===== config.mk =====
export PLATFORM = sky130hd
export DESIGN_NAME = instr_fetch
export DESIGN_NICKNAME = d
export VERILOG_FILES = /design/src/rtl/instr_fetch.sv
export SDC_FILE = /design/constraint.sdc
export NUM_CORES = 1
export LEC_CHECK = 0
export BUFFER_PORTS_ARGS = -buffer_cell sky130_fd_sc_hd__buf_2
export CAP_MARGIN = 20
export CORE_MARGIN = 4
export CORE_UTILIZATION = 42
export DETAILED_ROUTE_END_ITERATION = 8
export HOLD_SLACK_MARGIN = 0.08
export PLACE_DENSITY_LB_ADDON = 0.25
export SYNTH_ARGS = -nofsm -noshare
export SYNTH_HDL_FRONTEND = slang
export SYNTH_SLANG_ARGS = --single-unit

===== constraint.sdc =====
create_clock -name clk -period 2.7 [get_ports clk]
set_input_delay 0.405 -clock clk [delete_from_list [all_inputs] [get_ports clk]]
set_output_delay 0.405 -clock clk [all_outputs]
set_load 0.005 [all_outputs]

===== src/rtl/instr_fetch.sv =====
// -----------------------------------------------------------------------------
// instr_fetch
//
// Instruction fetch stage that sits directly in front of the decoder. It keeps
// the fetch PC and sends sequential word requests to instruction memory.
// Returned words are stored with their PCs in a small FIFO and handed to the
// decoder over a valid/ready handshake. A redirect from execute restarts fetch
// at a new PC, flushes the buffer and drops responses that are still in flight.
//
// Flow control is credit based. A request is only issued while
// outstanding + fifo_count < FIFO_DEPTH, so every response has a free slot.
//
// Optional build macro:
//   FETCH_PERF_EN  adds the perf_stall_cnt / perf_flush_cnt counter outputs.
//
// Parameters:
//   RESET_PC    fetch PC loaded on reset
//   FIFO_DEPTH  buffer entries and maximum requests in flight
//               (power of two, at least 2)
//
// Ports:
//   clk, rst_n          clock and asynchronous active-low reset
//   imem_req_valid      fetch request valid
//   imem_req_ready      memory accepts the request
//   imem_req_addr       word-aligned fetch address (always the fetch PC)
//   imem_rsp_valid      in-order response valid, no backpressure
//   imem_rsp_data       returned instruction word
//   redirect_valid      single-cycle restart pulse from execute
//   redirect_pc         restart target (low two bits ignored)
//   instr_valid         buffered instruction available to the decoder
//   instr_ready         decoder accepts the instruction
//   instr, instr_pc     instruction word at the FIFO head and its PC
//   perf_stall_cnt      (FETCH_PERF_EN) cycles with instr_ready && !instr_valid
//   perf_flush_cnt      (FETCH_PERF_EN) number of redirects
// -----------------------------------------------------------------------------
`timescale 1ns/1ps

module instr_fetch #(
  parameter logic [31:0] RESET_PC   = 32'h0000_0000,
  parameter int          FIFO_DEPTH = 2
) (
  input  logic        clk,
  input  logic        rst_n,
  output logic        imem_req_valid,
  input  logic        imem_req_ready,
  output logic [31:0] imem_req_addr,
  input  logic        imem_rsp_valid,
  input  logic [31:0] imem_rsp_data,
  input  logic        redirect_valid,
  input  logic [31:0] redirect_pc,
  output logic        instr_valid,
  input  logic        instr_ready,
  output logic [31:0] instr,
  output logic [31:0] instr_pc
`ifdef FETCH_PERF_EN
  ,
  output logic [31:0] perf_stall_cnt,
  output logic [31:0] perf_flush_cnt
`endif
);

  localparam int PW = $clog2(FIFO_DEPTH);
  localparam int CW = PW + 1;
  localparam logic [CW:0] DEPTH_W = (CW + 1)'(FIFO_DEPTH);

  // Architectural state
  logic [31:0]   fetch_pc;
  logic [31:0]   rsp_pc;
  logic [PW-1:0] wr_ptr;
  logic [PW-1:0] rd_ptr;
  logic [CW-1:0] count;
  logic [CW-1:0] outstanding;
  logic [CW-1:0] discard;
  logic          active;

  logic [31:0] buf_data [FIFO_DEPTH];
  logic [31:0] buf_pc   [FIFO_DEPTH];

  // Per-cycle events
  logic          req_fire;
  logic          rsp_drop;
  logic          push;
  logic          pop;
  logic [CW-1:0] outstanding_nxt;
  logic [31:0]   redirect_target;

  // The low address bits of a redirect are forced to zero.
  logic [1:0] unused_redirect_lsbs;
  assign unused_redirect_lsbs = redirect_pc[1:0];
  assign redirect_target      = {redirect_pc[31:2], 2'b00};

  // Requests stay off until the first edge after reset release, so the
  // reset state shows imem_req_valid low. A redirect withdraws any pending
  // request for its cycle.
  assign imem_req_valid = active && !redirect_valid &&
                          (({1'b0, outstanding} + {1'b0, count}) < DEPTH_W);
  assign imem_req_addr  = fetch_pc;
  assign req_fire       = imem_req_valid && imem_req_ready;

  // A response is dropped while discard is non-zero. In a redirect cycle it
  // is not pushed either, because the buffer is being flushed.
  assign rsp_drop = imem_rsp_valid && (discard != '0);
  assign push     = imem_rsp_valid && (discard == '0) && !redirect_valid;

  assign instr_valid = (count != '0);
  assign pop         = instr_valid && instr_ready && !redirect_valid;
  assign instr       = buf_data[rd_ptr];
  assign instr_pc    = buf_pc[rd_ptr];

  // Requests still unreturned after this cycle's accept and response.
  always_comb begin
    // NOTE: assign every combinational output a default first; a path that
    // leaves it unassigned would infer a latch.
    outstanding_nxt = outstanding;
    if (req_fire && !imem_rsp_valid) begin
      outstanding_nxt = outstanding + CW'(1);
    end else if (!req_fire && imem_rsp_valid) begin
      outstanding_nxt = outstanding - CW'(1);
    end
  end

  // Control state. A redirect has priority over every other update.
  always_ff @(posedge clk or negedge rst_n) begin
    if (!rst_n) begin
      fetch_pc    <= RESET_PC;
      rsp_pc      <= RESET_PC;
      wr_ptr      <= '0;
      rd_ptr      <= '0;
      count       <= '0;
      outstanding <= '0;
      discard     <= '0;
      active      <= 1'b0;
    end else begin
      // NOTE: sequential state always uses non-blocking assignments, so
      // every register here samples the values from before this edge.
      active      <= 1'b1;
      outstanding <= outstanding_nxt;
      if (redirect_valid) begin
        fetch_pc <= redirect_target;
        rsp_pc   <= redirect_target;
        wr_ptr   <= '0;
        rd_ptr   <= '0;
        count    <= '0;
        // Everything still in flight belongs to the old stream. A response
        // in this same cycle has already been counted out.
        discard  <= outstanding_nxt;
      end else begin
        if (req_fire) begin
          fetch_pc <= fetch_pc + 32'd4;
        end
        if (rsp_drop) begin
          discard <= discard - CW'(1);
        end
        if (push) begin
          rsp_pc <= rsp_pc + 32'd4;
          wr_ptr <= wr_ptr + PW'(1);
        end
        if (pop) begin
          rd_ptr <= rd_ptr + PW'(1);
        end
        if (push && !pop) begin
          count <= count + CW'(1);
        end else if (!push && pop) begin
          count <= count - CW'(1);
        end
      end
    end
  end

  // Buffer storage. The head entry drives instr / instr_pc directly, so the
  // decoder never sees a combinational path from the memory bus.
  always_ff @(posedge clk or negedge rst_n) begin
    if (!rst_n) begin
      // NOTE: this buffer is only FIFO_DEPTH entries deep, so it is reset to
      // give instr / instr_pc a defined zero value after reset; a large
      // memory would normally be left unreset.
      for (int i = 0; i < FIFO_DEPTH; i++) begin
        buf_data[i] <= '0;
        buf_pc[i]   <= '0;
      end
    end else if (push) begin
      buf_data[wr_ptr] <= imem_rsp_data;
      buf_pc[wr_ptr]   <= rsp_pc;
    end
  end

`ifdef FETCH_PERF_EN
  // Free-running event counters that wrap on overflow.
  always_ff @(posedge clk or negedge rst_n) begin
    if (!rst_n) begin
      perf_stall_cnt <= '0;
      perf_flush_cnt <= '0;
    end else begin
      if (instr_ready && !instr_valid) begin
        perf_stall_cnt <= perf_stall_cnt + 32'd1;
      end
      if (redirect_valid) begin
        perf_flush_cnt <= perf_flush_cnt + 32'd1;
      end
    end
  end
`endif

endmodule

; ---- Word level (Yosys, flattened, before mapping)
; Cells that the tools add are included.
[word_totals]
register_bits = 201
input_bits = 70
out_inout_bits = 98
[classes]
n_addsub = 10
n_lt_le_gt_ge = 4
n_mux = 25
n_bitwise = 2
reduce_logical = 26
[op_table]
columns = cell, count
row1 = $mux W32, 11
row2 = $bwmux W64, 2
row3 = $add A32 B3 Y32 const B, 2
row4 = $demux W32 S1, 1
row5 = $mux W2, 7
row6 = $logic_and A1 B1 Y1, 13
row7 = $reduce_bool A2 Y1, 6
row8 = $sub A2 B1 Y2 const B, 3
row9 = $logic_not A1 Y1, 5
row10 = $add A2 B1 Y2 const B, 2
row11 = $ge A2 B2 Y1 const B, 2
row12 = $mux W1, 4
row13 = $not A1 Y2, 2
row14 = $add A2 B2 Y3, 1
row15 = $lt A3 B2 Y1 const B, 1
row16 = $reduce_bool A3 Y1, 1
row17 = $add A1 B1 Y1 const B, 2
row18 = $logic_not A2 Y1, 1
row19 = $lt A2 B1 Y1 const B, 1

; ---- Longest topological paths before layout
; Gate-level depths: netlist (run 1).
[depth]
word_depth = 9
depth_mapped = 9

; ---- Worst setup path before layout (run 1)
; No wires, ideal clock.
[synth_timing]
path_type = register to register
from = register outstanding[0]
to = register fetch_pc[22], in the netlist imem_req_addr[22]
setup_ns = 0.125
arrival_time_ns = 2.210
required_ns = 2.575
path_slack_ns = 0.365
path_stages_with_launch = 8
n_path_buf = 0
synth_period_minus_slack_ns = 2.335
cell_sequence = dfrtp_1 -> and2_1 -> fa_1 -> nor4b_4 -> and3_1 -> nand4_1 -> xnor2_1 -> mux2_2
[synth_via]
elab_chain_cells = 5
[synth_rtl]
columns = item, line
row1 = from (decl), 72  ; logic [CW-1:0] outstanding;
row2 = from (signal assigned), 137  ; outstanding <= outstanding_nxt;
row3 = $add A2 B2 Y3, 96  ; (({1'b0, outstanding} + {1'b0, count}) < DEPTH_W);
row4 = $lt A3 B2 Y1, 96
row5 = $logic_and A1 B1 Y1, 95  ; assign imem_req_valid = active && !redirect_valid &&
row6 = named net imem_req_valid, 44  ; output logic imem_req_valid,
row7 = $logic_and A1 B1 Y1, 98  ; assign req_fire = imem_req_valid && imem_req_ready;
row8 = $reduce_bool A2 Y1 (no source line), --
row9 = to (signal assigned), 139  ; fetch_pc <= redirect_target;
row10 = to (signal assigned), 149  ; fetch_pc <= fetch_pc + 32'd4;
row11 = to (decl), 67  ; logic [31:0] fetch_pc;
; The timed path passes the listed nets, and every way through them passes these cells.
; A chain may end at the register's enable or synchronous reset.

; ---- Final worst setup path (run 1)
[layout_timing]
from = register count[0]
to = register fetch_pc[22], in the netlist imem_req_addr[22]
[layout_via]
elab_chain_cells = 5
[layout_rtl]
columns = item, line
row1 = from (decl), 71  ; logic [CW-1:0] count;
row2 = from (signal assigned), 162  ; count <= count + CW'(1);
row3 = from (signal assigned), 164  ; count <= count - CW'(1);
row4 = $add A2 B2 Y3, 96
row5 = $lt A3 B2 Y1, 96
row6 = $logic_and A1 B1 Y1, 95
row7 = $logic_and A1 B1 Y1, 98
row8 = $reduce_bool A2 Y1 (no source line), --
; No other way between the ends.

==> out/results.tsv, run 1 <==
stage	metric	value	unit
floorplanning	Vert. Die Dim	156	um
setup_path	Top Family by Delay on Critical Path	simple AND/OR/NAND/NOR gates	
grt	total global routing track utilization	17.5	%
final_layout	final net count	976	
setup_path	WS Path Type	reg2reg	
sta	final setup TNS	0	ns
outcome	outcome	complete, no violations	
sta	Min Clock Period, post-route	2.52	ns
clock_network	clk_lat worst skew	0.43	ns
clock_network	Inserted Clock Buffers	17	
setup_path	Reg-to-Reg Start	count[0]	
final_layout	Diodes inserted	0	
detailed_routing	First DRT Iteration DRCs	322	
detailed_routing	DRC	0	
detailed_routing	Routed Antenna Nets	0	
clock_network	CTS tree	built	
setup_path	CP endpoint kind	flop	
clock_network	TritonCTS Sinks	193	
detailed_routing	vias per cell	5.31	
power	VDD IR-drop max	0.450	mV
sta	upper clock frequency limit	397	MHz
floorplanning	core area	21300	um^2
setup_path	FF-to-FF path depth	8	
detailed_routing	post-DR wirelength/cell	17.6	um
logic_synthesis	Async S/R FF share, synth	100	%
power	combinational power share	29.4	%
setup_path	CP Data Required Time	3.02	ns
worst_hold_path	hold_sp	imem_rsp_data[20]	
place	DP HPWL	14700	um
setup_path	ordered cell list for the critical path	and2_1 > fa_1 > nor4b_4 > buf_4 > and3_1 > nand4_1 > xnor2_1 > mux2_2	
place	port bufs	161	
power	Pwr Density	903	nW/um^2
logic_synthesis	Yosys warning total	0	
setup_path	max incr delay on CP	0.48	ns
power	clock network power share	26.0	%
detailed_routing	via count	6324	
final_layout	commonest non-fill, non-tap cells in the layout	199 x mux2_2, 192 x dfrtp_1, 160 x buf_2, 45 x nand2_1, 29 x nand3_1	
logic_synthesis	EDFF count, synth	0	
clock_network	root buf cell	clkbuf_16	
setup_path	crit path max-delay cell type	fa_1	
floorplanning	Die W	156	um
clock_network	H-tree Lvls	4	
sta	Max-Slew Margin vs Limit	51.3	%
power	Sw Pwr	2860	uW
logic_synthesis	Seq/Total Area, Yosys	52.4	%
final_layout	layout cell share with drive strength beyond 1	46.2	%
grt	global-route wire length before repair	34100	um
setup_path	reg2reg end	imem_req_addr[22]	
worst_hold_path	HP Class	in2reg	
clock_network	CTS max path bufs	2	
sta	Final Cycle Share	93.2	%
floorplanning	starting density of the core	43.3	%
setup_path	CP Max Fanout	7	
sta	Setup-failing EPs final	0	
sta	worst slew pin tran	0.729	ns
logic_synthesis	Yosys reg bits	193	
clock_network	# hold bufs at CTS	1	
worst_hold_path	worst hold endpoint	buf_data[20]	
setup_path	CP Launch Type	flop	
sta	clock skew	0.0138	ns
worst_hold_path	WHS Path Cells	2	
final_layout	commonest non-fill, non-tap cell in the layout	mux2_2	
place	routability-driven placement congestion ratio	0.870	
power	Internal	7130	uW
detailed_routing	Routed WL	21000	um
final_layout	Fill cells	1854	
flow_run	max-cap viol count	0	
grt	vias in the first global route	6368	
power	Sw Share	28.6	%
logic_synthesis	synth unique cells	51	
logic_synthesis	syn_area_per_cell	12.5	um^2
sta	setup repair after global routing missed its margin	no	
setup_path	CP arrival	2.84	ns
sta	final hold vios	0	
power	sequential cell fraction of total power	44.6	%
detailed_routing	first drt pass iteration count	5	
floorplanning	total die area	24400	um^2
logic_synthesis	Syn Std Cell Area	9220	um^2
sta	hold_ws	0.226	ns
logic_synthesis	Synth Instances	740	
setup_path	flop2flop setup slack	0.18	ns
grt	grt total ovfl	0	
clock_network	post_cts resized	0	
floorplanning	# rows	53	
power	Static Leak	0.00501	uW
grt	initial antenna violation count	0	
sta	Slew Viols, Final	0	
floorplanning	count of boundary I/O pins	168	
logic_synthesis	ys flop type	dfrtp_1	
final_layout	P&R area growth vs syn	20.0	%
clock_network	Post-CTS Setup Inserts	0	
grt	largest net degree at the start of global routing	82	
clock_network	clock transition at the registers of the reported paths	0.08	ns
setup_path	Buf/Inv on CP	1	
## cell usage after synthesis (2+ instances only)
cell type,instances,area share [%]
o211ai_1,6,0.49
a21oi_1,10,0.54
nand2_1,45,1.8
xnor2_1,24,2.3
buf_4,4,0.33
or4_1,2,0.16
a32oi_1,2,0.19
dfrtp_1,193,52
clkbuf_1,18,0.73
mux2i_1,7,0.76
a41oi_1,3,0.28
o311ai_0,7,0.66
nor2b_1,4,0.27
nor2_1,20,0.81
inv_1,9,0.37
nor4_4,2,0.46
buf_2,9,0.49
and2_1,5,0.34
xor2_1,24,2.3
a21boi_0,5,0.41
conb_1,2,0.081
nor3_2,2,0.22
a31oi_1,3,0.20
o21ai_0,27,1.5
and3_1,16,1.1
and4_1,2,0.19
nand2b_1,5,0.34
ha_1,3,0.41
nand4_1,20,1.4
or3_1,2,0.14
nand3_1,29,1.6
mux2_2,199,24
buf_1,7,0.28
nor3_1,7,0.38
## metal layers
layer  wire length (um)  track usage, %
met3               1340            4.13
met5                  0               0
met2               9100            25.4
met4                152            3.76
met1              10400            26.7
## power by group through the flow
stage | sequential (uW) | clock, uW | combinational [uW]
2_1_floorplan | 4320 | 0 | 1970
6_report | 4460 | 2590 | 2940
4_1_cts | 4460 | 2660 | 3010
5_1_grt | 4590 | 2790 | 3260
3_3_place_gp | 4470 | 0 | 2940
3_5_place_dp | 4520 | 0 | 2990
## registers in the layout (all words and copies together) (netlist names), 2 cells and up
| signal | count |
|---|---|
| buf_pc | 60 |
| imem_req_addr | 30 |
| buf_data | 64 |
| rsp_pc | 30 |
| count | 2 |
| discard | 2 |
| outstanding | 2 |
## worst reg2reg max path, stage by stage, from the launching register on
cell	delay (ns)
dfrtp_1	0.40
and2_1	0.15
fa_1	0.48
nor4b_4	0.31
buf_4	0.21
and3_1	0.28
nand4_1	0.15
xnor2_1	0.17
mux2_2	0.26
## stage by stage
step / cells / power [uW] / cell area (um^2) / util, % / worst slack [ns]
final: 1190 / 9990 / 11100 / 52.0 / 0.184
after detailed placement: 1157 / 7510 / 10400 / 49.1 / 0.197
after CTS: 1190 / 10100 / 11100 / 52.0 / 0.161
after floorplan: 743 / 6290 / 9230 / - / 0.365
after global placement: 1157 / 7420 / 10400 / 49.1 / 0.216
after global routing: 1190 / 10600 / 11100 / 52.0 / 0.0435
## final cells by class
class	instances	area (um^2)	share of cell area (%)
well taps	275	344	3.11
clock inverters	10	125	1.13
clock buffers	22	484	4.38
repair buffers	179	1050	9.51
inverters	10	37.5	0.339
flip-flops and latches	193	4830	43.7
multi-input cells	501	4190	37.9
## cell families after synthesis
| family | Yosys count | share of synthesized area (%) |
|---|---|---|
| xor+xnor | 48 | 4.56 |
| mux | 206 | 25.1 |
| flops | 193 | 52.4 |
| buf+inv | 49 | 2.36 |
| fa+ha+maj | 4 | 0.624 |
| other cells | 2 | 0.0814 |
| compound gates | 67 | 4.59 |
| simple gates | 171 | 10.4 |
## how the worst max path moves through the flow
stage / depth (start not counted) / to / slack (ns) / from
after floorplan: 7 / imem_req_addr[22] / 0.37 / outstanding[0]
after global placement: 8 / imem_req_addr[22] / 0.22 / count[0]
after detailed placement: 8 / imem_req_addr[22] / 0.20 / count[0]
after CTS: 5 / imem_req_valid / 0.16 / count[0]
after global routing: 8 / imem_req_addr[22] / 0.04 / count[0]
final: 8 / imem_req_addr[22] / 0.18 / count[0]
No activity file was read; power rests on OpenSTA's default activity.
==> inputs of run 2 (changes only) <==
--- a/config.mk
+++ b/config.mk
@@ -7,6 +7,7 @@
 export LEC_CHECK = 0
 export BUFFER_PORTS_ARGS = -buffer_cell sky130_fd_sc_hd__buf_2
 export CAP_MARGIN = 20
+export CORE_ASPECT_RATIO = 1.25
 export CORE_MARGIN = 4
 export CORE_UTILIZATION = 42
 export DETAILED_ROUTE_END_ITERATION = 8
==> constraint.sdc (replaced) <==
create_clock -name clk -period 3.2 [get_ports clk]
set_input_delay 0.48 -clock clk [delete_from_list [all_inputs] [get_ports clk]]
set_output_delay 0.48 -clock clk [all_outputs]
set_load 0.005 [all_outputs]
==> out/results.tsv, run 2 (synthesis results as in run 1) <==
stage	metric	value	unit	change
setup_path	Buf/Inv on CP	1		unchanged
power	sequential cell fraction of total power	44.8	%	+0.2 points
grt	total global routing track utilization	17.1	%	-0.35 points
detailed_routing	via count	6217		-1.7%
sta	final setup margin	0.456	ns	+0.272 ns
setup_path	CP Data Required Time	2.72	ns	-0.30 ns
floorplanning	count of boundary I/O pins	168		unchanged
sta	Max-Slew Margin vs Limit	55.8	%	+4.5 points
place	placed cells	1153		-0.35%
setup_path	crit path max-delay cell type	nor4b_4		
floorplanning	# rows	60		+13%
floorplanning	starting density of the core	42.8	%	-0.52 points
sta	upper clock frequency limit	364	MHz	
sta	Setup-failing EPs final	0		unchanged
final_layout	layout cell share with drive strength beyond 1	45.7	%	-0.53 points
clock_network	Post-CTS Setup Inserts	0		unchanged
sta	clock skew	0.0108	ns	-0.00300 ns
detailed_routing	vias per cell	5.25		-1.3%
setup_path	ordered cell list for the critical path	and2_1 > fa_1 > nor4b_4 > buf_2		
power	Sw Pwr	2350	uW	-18%
power	Internal	6010	uW	-16%
sta	setup repair after global routing missed its margin	no		
outcome	outcome	complete, no violations		
sta	final setup TNS	0	ns	unchanged
worst_hold_path	HP Class	in2async		
final_layout	Diodes inserted	0		unchanged
setup_path	WS Path Type	reg2out		
final_layout	commonest non-fill, non-tap cell in the layout	mux2_2		
sta	Slew Viols, Final	0		unchanged
clock_network	CTS tree	built		
detailed_routing	first drt pass iteration count	4		-1
place	DP Area	10400	um^2	-0.89%
clock_network	TritonCTS Sinks	193		unchanged
flow_run	max-cap viol count	0		unchanged
setup_path	CP Max Fanout	9		+2
power	Static Leak	0.00494	uW	-1.3%
grt	global-route wire length before repair	34100	um	about the same
place	DP HPWL	14100	um	-4.3%
detailed_routing	DRC	0		unchanged
clock_network	clock transition at the registers of the reported paths	0.07	ns	about the same
grt	initial antenna violation count	0		unchanged
clock_network	root buf cell	clkbuf_16		
final_layout	Finished Cell Area	11000	um^2	-1.0%
setup_path	CP endpoint kind	primary output		
floorplanning	total die area	24400	um^2	about the same
final_layout	area of the multi-input gates	4190	um^2	unchanged
final_layout	final net count	967		-0.92%
place	routability-driven placement congestion ratio	0.812		-6.7%
grt	grt total ovfl	0		unchanged
clock_network	post_cts resized	0		unchanged
setup_path	Top Family by Delay on Critical Path	simple AND/OR/NAND/NOR gates		
clock_network	clk_lat worst skew	0.42	ns	about the same
final_layout	Final Non-Filler Cells	1185		-0.42%
sta	worst slew pin tran	0.658	ns	-0.0711 ns
final_layout	max reg flops	64		unchanged
power	Pwr Density	763	nW/um^2	-15%
sta	Min Clock Period, post-route	2.74	ns	
detailed_routing	First DRT Iteration DRCs	280		-13%
final_layout	P&R area growth vs syn	18.8	%	
power	clock network power share	25.9	%	about the same
clock_network	H-tree Lvls	4		unchanged
power	VDD IR-drop max	0.397	mV	-12%
sta	Final Cycle Share	85.8	%	
sta	final hold vios	0		unchanged
place	placement-stage worst setup slack	0.484	ns	+0.287 ns
final_layout	commonest non-fill, non-tap cells in the layout	199 x mux2_2, 192 x dfrtp_1, 160 x buf_2, 45 x nand2_1, 29 x nand3_1		
floorplanning	core area	21500	um^2	+1.2%
setup_path	max incr delay on CP	0.58	ns	+0.10 ns
grt	largest net degree at the start of global routing	77		-6.1%
setup_path	CP arrival	2.26	ns	-0.58 ns
final_layout	largest register by flop count	buf_data		
detailed_routing	post-DR wirelength/cell	17.1	um	-2.9%
place	port bufs	161		unchanged
power	Sw Share	28.1	%	-0.49 points
power	combinational power share	29.3	%	about the same
final_layout	biggest regs	buf_data: 64 flops, buf_pc: 60 flops		
final_layout	Register Area	4830	um^2	unchanged
setup_path	CP Launch Type	flop		
clock_network	Inserted Clock Buffers	17		unchanged
clock_network	# hold bufs at CTS	0		-1
detailed_routing	Routed WL	20300	um	-3.3%
floorplanning	Vert. Die Dim	174	um	+11%
grt	vias in the first global route	6562		+3.0%
detailed_routing	Routed Antenna Nets	0		unchanged
clock_network	CTS max path bufs	2		unchanged
floorplanning	Die W	141	um	-10%
final_layout	Fill cells	1942		+4.7%
==> run 2: power by group through the flow <==
stage	logic [uW]	registers, uW	clock network, uW
2_1_floorplan	1660	3650	0
3_3_place_gp	2450	3770	0
3_5_place_dp	2500	3790	0
4_1_cts	2510	3750	2250
5_1_grt	2720	3860	2350
6_report	2450	3740	2170
==> run 2: area by class of cell <==
cell class	instances	area share (%)
Timing Repair Buffer	170	8.62
Inverter	10	0.343
Multi-Input combinational cell	501	38.3
Clock buffer	20	4.08
Clock inverter	12	1.40
Sequential cell	193	44.1
Tap cell	279	3.19
==> run 2: worst reg2reg max path: cells and delay by family (launching register included) <==
kind	cells	cell delay, ns
fa+ha+maj	1	0.48
flops	1	0.40
simple gates	5	1.80
==> run 2: per-stage QoR <==
step,hold WS (ns),total power [uW],util (%)
CTS,0.0898,8510,50.8
floorplan,0.184,5310,-
detailed placement,0.468,6290,48.1
global route,0.112,8930,50.8
global placement,0.458,6220,48.1
finish,0.0712,8360,50.8
==> run 2: worst paths after layout <==
check                                from           endpoint  slack, ns  cells after the start
max                              count[0]     imem_req_valid       0.46                      4
min                                 rst_n       buf_data[44]       0.07                      1
max reg2reg                      count[0]  imem_req_addr[28]       0.46                      6
min reg2reg                     buf_pc[8]          buf_pc[8]       0.48                      2
max in group asynchronous           rst_n  imem_req_addr[12]       2.38                      2
min in group clk           redirect_pc[5]          rsp_pc[5]       0.30                      3
==> run 2: metal layers <==
metal | vias up | global-route usage [%] | routed length, um
met5 | - | 0 | 0
met4 | 0 | 4.73 | 278
met3 | 16 | 3.28 | 915
met2 | 142 | 28.7 | 9920
met1 | 3098 | 22.8 | 9180
li1 | 2961 | - | -
==> inputs of run 3 (changes only) <==
--- a/config.mk
+++ b/config.mk
@@ -5,6 +5,7 @@
 export SDC_FILE = /design/constraint.sdc
 export NUM_CORES = 1
 export LEC_CHECK = 0
+export ABC_AREA = 1
 export BUFFER_PORTS_ARGS = -buffer_cell sky130_fd_sc_hd__buf_2
 export CAP_MARGIN = 20
 export CORE_ASPECT_RATIO = 1.25
==> out/results.tsv, run 3 <==
stage	metric	value	unit	change
outcome	outcome	complete, no violations		
logic_synthesis	Yosys top cell area share	47.7	%	-4.7 points
final_layout	Fill cells	2400		+24%
power	Sw Share	37.0	%	+8.9 points
logic_synthesis	syn_area_per_cell	7.38	um^2	-41%
logic_synthesis	most common cell in the synthesized netlist	nand2_1		
power	Internal	5550	uW	-7.5%
setup_path	CP Data Required Time	3.52	ns	+0.80 ns
grt	initial antenna violation count	0		unchanged
floorplanning	Die W	147	um	+4.5%
grt	largest net degree at the start of global routing	84		+9.1%
setup_path	CP Max Fanout	26		+17
clock_network	Inserted Clock Buffers	17		unchanged
detailed_routing	first drt pass iteration count	6		+2
power	clock network power share	24.0	%	-1.9 points
setup_path	WS Path Type	reg2reg		
final_layout	biggest regs	buf_data: 64 flops, buf_pc: 60 flops		
logic_synthesis	synth unique cells	37		-27%
setup_path	CP endpoint kind	flop		
sta	clock skew	0.0178	ns	+0.00691 ns
power	Pwr Density	747	nW/um^2	-2.0%
grt	global-route wire length before repair	43800	um	+28%
sta	setup repair after global routing missed its margin	no		
power	Sw Pwr	3270	uW	+39%
logic_synthesis	Post-Synth Adder-Cell Area	0.569	%	-0.056 points
logic_synthesis	largest family of logic cells by synthesized area	simple AND/OR/NAND/NOR gates		
clock_network	post_cts resized	0		unchanged
logic_synthesis	synth cell count leaders	548 x nand2_1, 193 x dfrtp_1, 126 x inv_1, 126 x o21ai_1, 69 x nor2_1		
final_layout	final net count	1582		+64%
setup_path	ordered cell list for the critical path	nand2_1 > inv_1 > fa_1 > nor2_2 > nand4_4 > nand2_2 > inv_2 > nand2_1 > o211ai_1		
grt	grt total ovfl	0		unchanged
grt	vias in the first global route	8760		+33%
sta	final setup margin	0.845	ns	+0.389 ns
logic_synthesis	Synth Area in Simple Gates	31.4	%	+21 points
sta	worst slew pin tran	0.768	ns	+0.110 ns
place	DP Area	11200	um^2	+8.4%
sta	hold_ws	0.0883	ns	+0.0171 ns
sta	final hold vios	0		unchanged
power	combinational power share	32.8	%	+3.5 points
clock_network	root buf cell	clkbuf_16		
setup_path	max incr delay on CP	0.49	ns	-0.09 ns
floorplanning	starting density of the core	42.7	%	-0.14 points
detailed_routing	First DRT Iteration DRCs	624		+120%
floorplanning	# rows	63		+5.0%
sta	final setup TNS	0	ns	unchanged
final_layout	largest register by flop count	buf_data		
logic_synthesis	multiplexer share of the synthesized area	0	%	-25 points
sta	Final Cycle Share	73.6	%	-12 points
final_layout	Register Area	4830	um^2	unchanged
logic_synthesis	ys flop type	dfrtp_1		
power	VDD IR-drop max	0.415	mV	+4.4%
detailed_routing	DRC	0		unchanged
floorplanning	total die area	26700	um^2	+9.3%
worst_hold_path	HP Class	in2async		
final_layout	commonest non-fill, non-tap cells in the layout	548 x nand2_1, 192 x dfrtp_1, 160 x buf_2, 126 x inv_1, 126 x o21ai_1		
clock_network	clock transition at the registers of the reported paths	0.08	ns	about the same
logic_synthesis	Async S/R FF share, synth	100	%	unchanged
floorplanning	Vert. Die Dim	182	um	+4.6%
logic_synthesis	Synth Instances	1371		+85%
clock_network	# hold bufs at CTS	0		unchanged
logic_synthesis	Synth area leaders	dfrtp_1 48%, nand2_1 20%, o21ai_1 6.2%		
clock_network	clk_lat worst skew	0.44	ns	+0.02 ns
logic_synthesis	Yosys warning total	0		unchanged
clock_network	H-tree Lvls	4		unchanged
final_layout	Post-Route Utilization	49.8	%	-1.1 points
place	port bufs	161		unchanged
logic_synthesis	Syn Std Cell Area	10100	um^2	+9.8%
logic_synthesis	post-synth top area cell	dfrtp_1		
clock_network	CTS max path bufs	2		unchanged
logic_synthesis	EDFF count, synth	0		unchanged
final_layout	Diodes inserted	0		unchanged
setup_path	crit path max-delay cell type	nand2_2		
final_layout	layout cell share with drive strength beyond 1	17.8	%	-28 points
sta	upper clock frequency limit	425	MHz	+17%
final_layout	P&R area growth vs syn	16.6	%	
clock_network	TritonCTS Sinks	193		unchanged
final_layout	commonest non-fill, non-tap cell in the layout	nand2_1		
clock_network	CTS tree	built		
logic_synthesis	compound-gate portion of the synthesized area	10.7	%	+6.1 points
detailed_routing	vias per cell	4.87		-7.1%
logic_synthesis	Yosys reg bits	193		unchanged
place	DP HPWL	18900	um	+34%
sta	Slew Viols, Final	0		unchanged
floorplanning	core area	23700	um^2	+10%
setup_path	CP Launch Type	flop		
final_layout	Finished Cell Area	11800	um^2	+7.8%
place	routability-driven placement congestion ratio	0.877		+8.1%
final_layout	max reg flops	64		unchanged
final_layout	area of the multi-input gates	4490	um^2	+7.0%
detailed_routing	via count	8993		+45%
logic_synthesis	xor/xnor share of the synthesized area	1.38	%	-3.2 points
detailed_routing	post-DR wirelength/cell	14.3	um	-16%
setup_path	crit-path most repeated cell	nand2_1		
sta	Setup-failing EPs final	0		unchanged
clock_network	Post-CTS Setup Inserts	0		unchanged
detailed_routing	Routed WL	26400	um	+30%
power	Static Leak	0.00623	uW	+26%
setup_path	CP arrival	2.68	ns	+0.42 ns
grt	total global routing track utilization	20.2	%	+3.1 points
detailed_routing	Routed Antenna Nets	0		unchanged
flow_run	max-cap viol count	0		unchanged
sta	Min Clock Period, post-route	2.36	ns	-0.389 ns
place	placement-stage worst setup slack	0.808	ns	+0.324 ns
power	sequential cell fraction of total power	43.2	%	-1.6 points
floorplanning	count of boundary I/O pins	168		unchanged
logic_synthesis	Seq/Total Area, Yosys	47.7	%	-4.7 points
sta	Max-Slew Margin vs Limit	48.8	%	-7.0 points
==> run 3: cell types whose count changed in the layout (fill, tap and decap cells not counted), sizes merged, moves of 8 or more <==
cell    before  now
o211ai       6   14
o21ai       27  168
xnor2       24    0
nand3       30   65
and3        16    0
nand2       46  564
xor2        24   16
nor2        21   97
mux2       199    0
inv         13  147
==> run 3: path summary, 6_finish.rpt <==
kind	slack [ns]	cells after the start	to	startpoint
setup / recovery	0.84	9	imem_req_addr[9]	outstanding[0]
hold / removal	0.09	1	buf_data[43]	rst_n
hold reg to reg	0.49	2	buf_pc[4]	buf_pc[4]
setup reg to reg	0.84	9	imem_req_addr[9]	outstanding[0]
max in group asynchronous	2.37	2	buf_data[15]	rst_n
min in group clk	0.29	3	rsp_pc[10]	redirect_pc[10]
==> run 3: layout make-up <==
cell class | instances | share of cell area [%]
Sequential cell | 193 | 40.9
Multi-Input combinational cell | 979 | 38.0
Timing Repair Buffer | 174 | 8.15
Inverter | 143 | 4.57
Clock buffer | 21 | 3.90
Tap cell | 325 | 3.44
Clock inverter | 11 | 1.01
==> run 3: stage by stage <==
stage          power [uW]  instances
2_1_floorplan        5620       1374
3_3_place_gp         6700       1814
3_5_place_dp         6790       1814
4_1_cts              8930       1846
5_1_grt              9550       1846
6_report             8820       1846
==> run 3: power groups by stage <==
stage | combinational, uW | clock (uW) | sequential (uW)
finish | 2900 | 2120 | 3810
global route | 3340 | 2270 | 3930
CTS | 2960 | 2170 | 3800
detailed placement | 2950 | 0 | 3840
global placement | 2880 | 0 | 3820
floorplan | 1890 | 0 | 3730
==> run 3: cells by family (layout without fill, tap and decap cells) <==
group / after synthesis / after routing
AND/OR/NAND/NOR: 752 / 752
AO/OA/AOI/OAI: 202 / 202
buffers and inverters: 202 / 349
flip-flops: 193 / 193
XOR/XNOR: 16 / 16
adder cells (fa/ha/maj): 4 / 4
other: 2 / 5
==> run 3: critical path, delay by kind of cell, from the launching register on <==
family          cells  cell delay (ns)
compound gates      1             0.08
fa+ha+maj           1             0.44
simple gates        5             1.04
buf+inv             2             0.28
flops               1             0.39
==> run 3: metal layers <==
metal	wire [um]	vias to the layer above	global-route usage [%]
li1	-	4573	-
met1	11900	4133	26.7
met2	12400	251	33.2
met3	1330	36	3.82
met4	703	0	7.27
met5	0	-	0
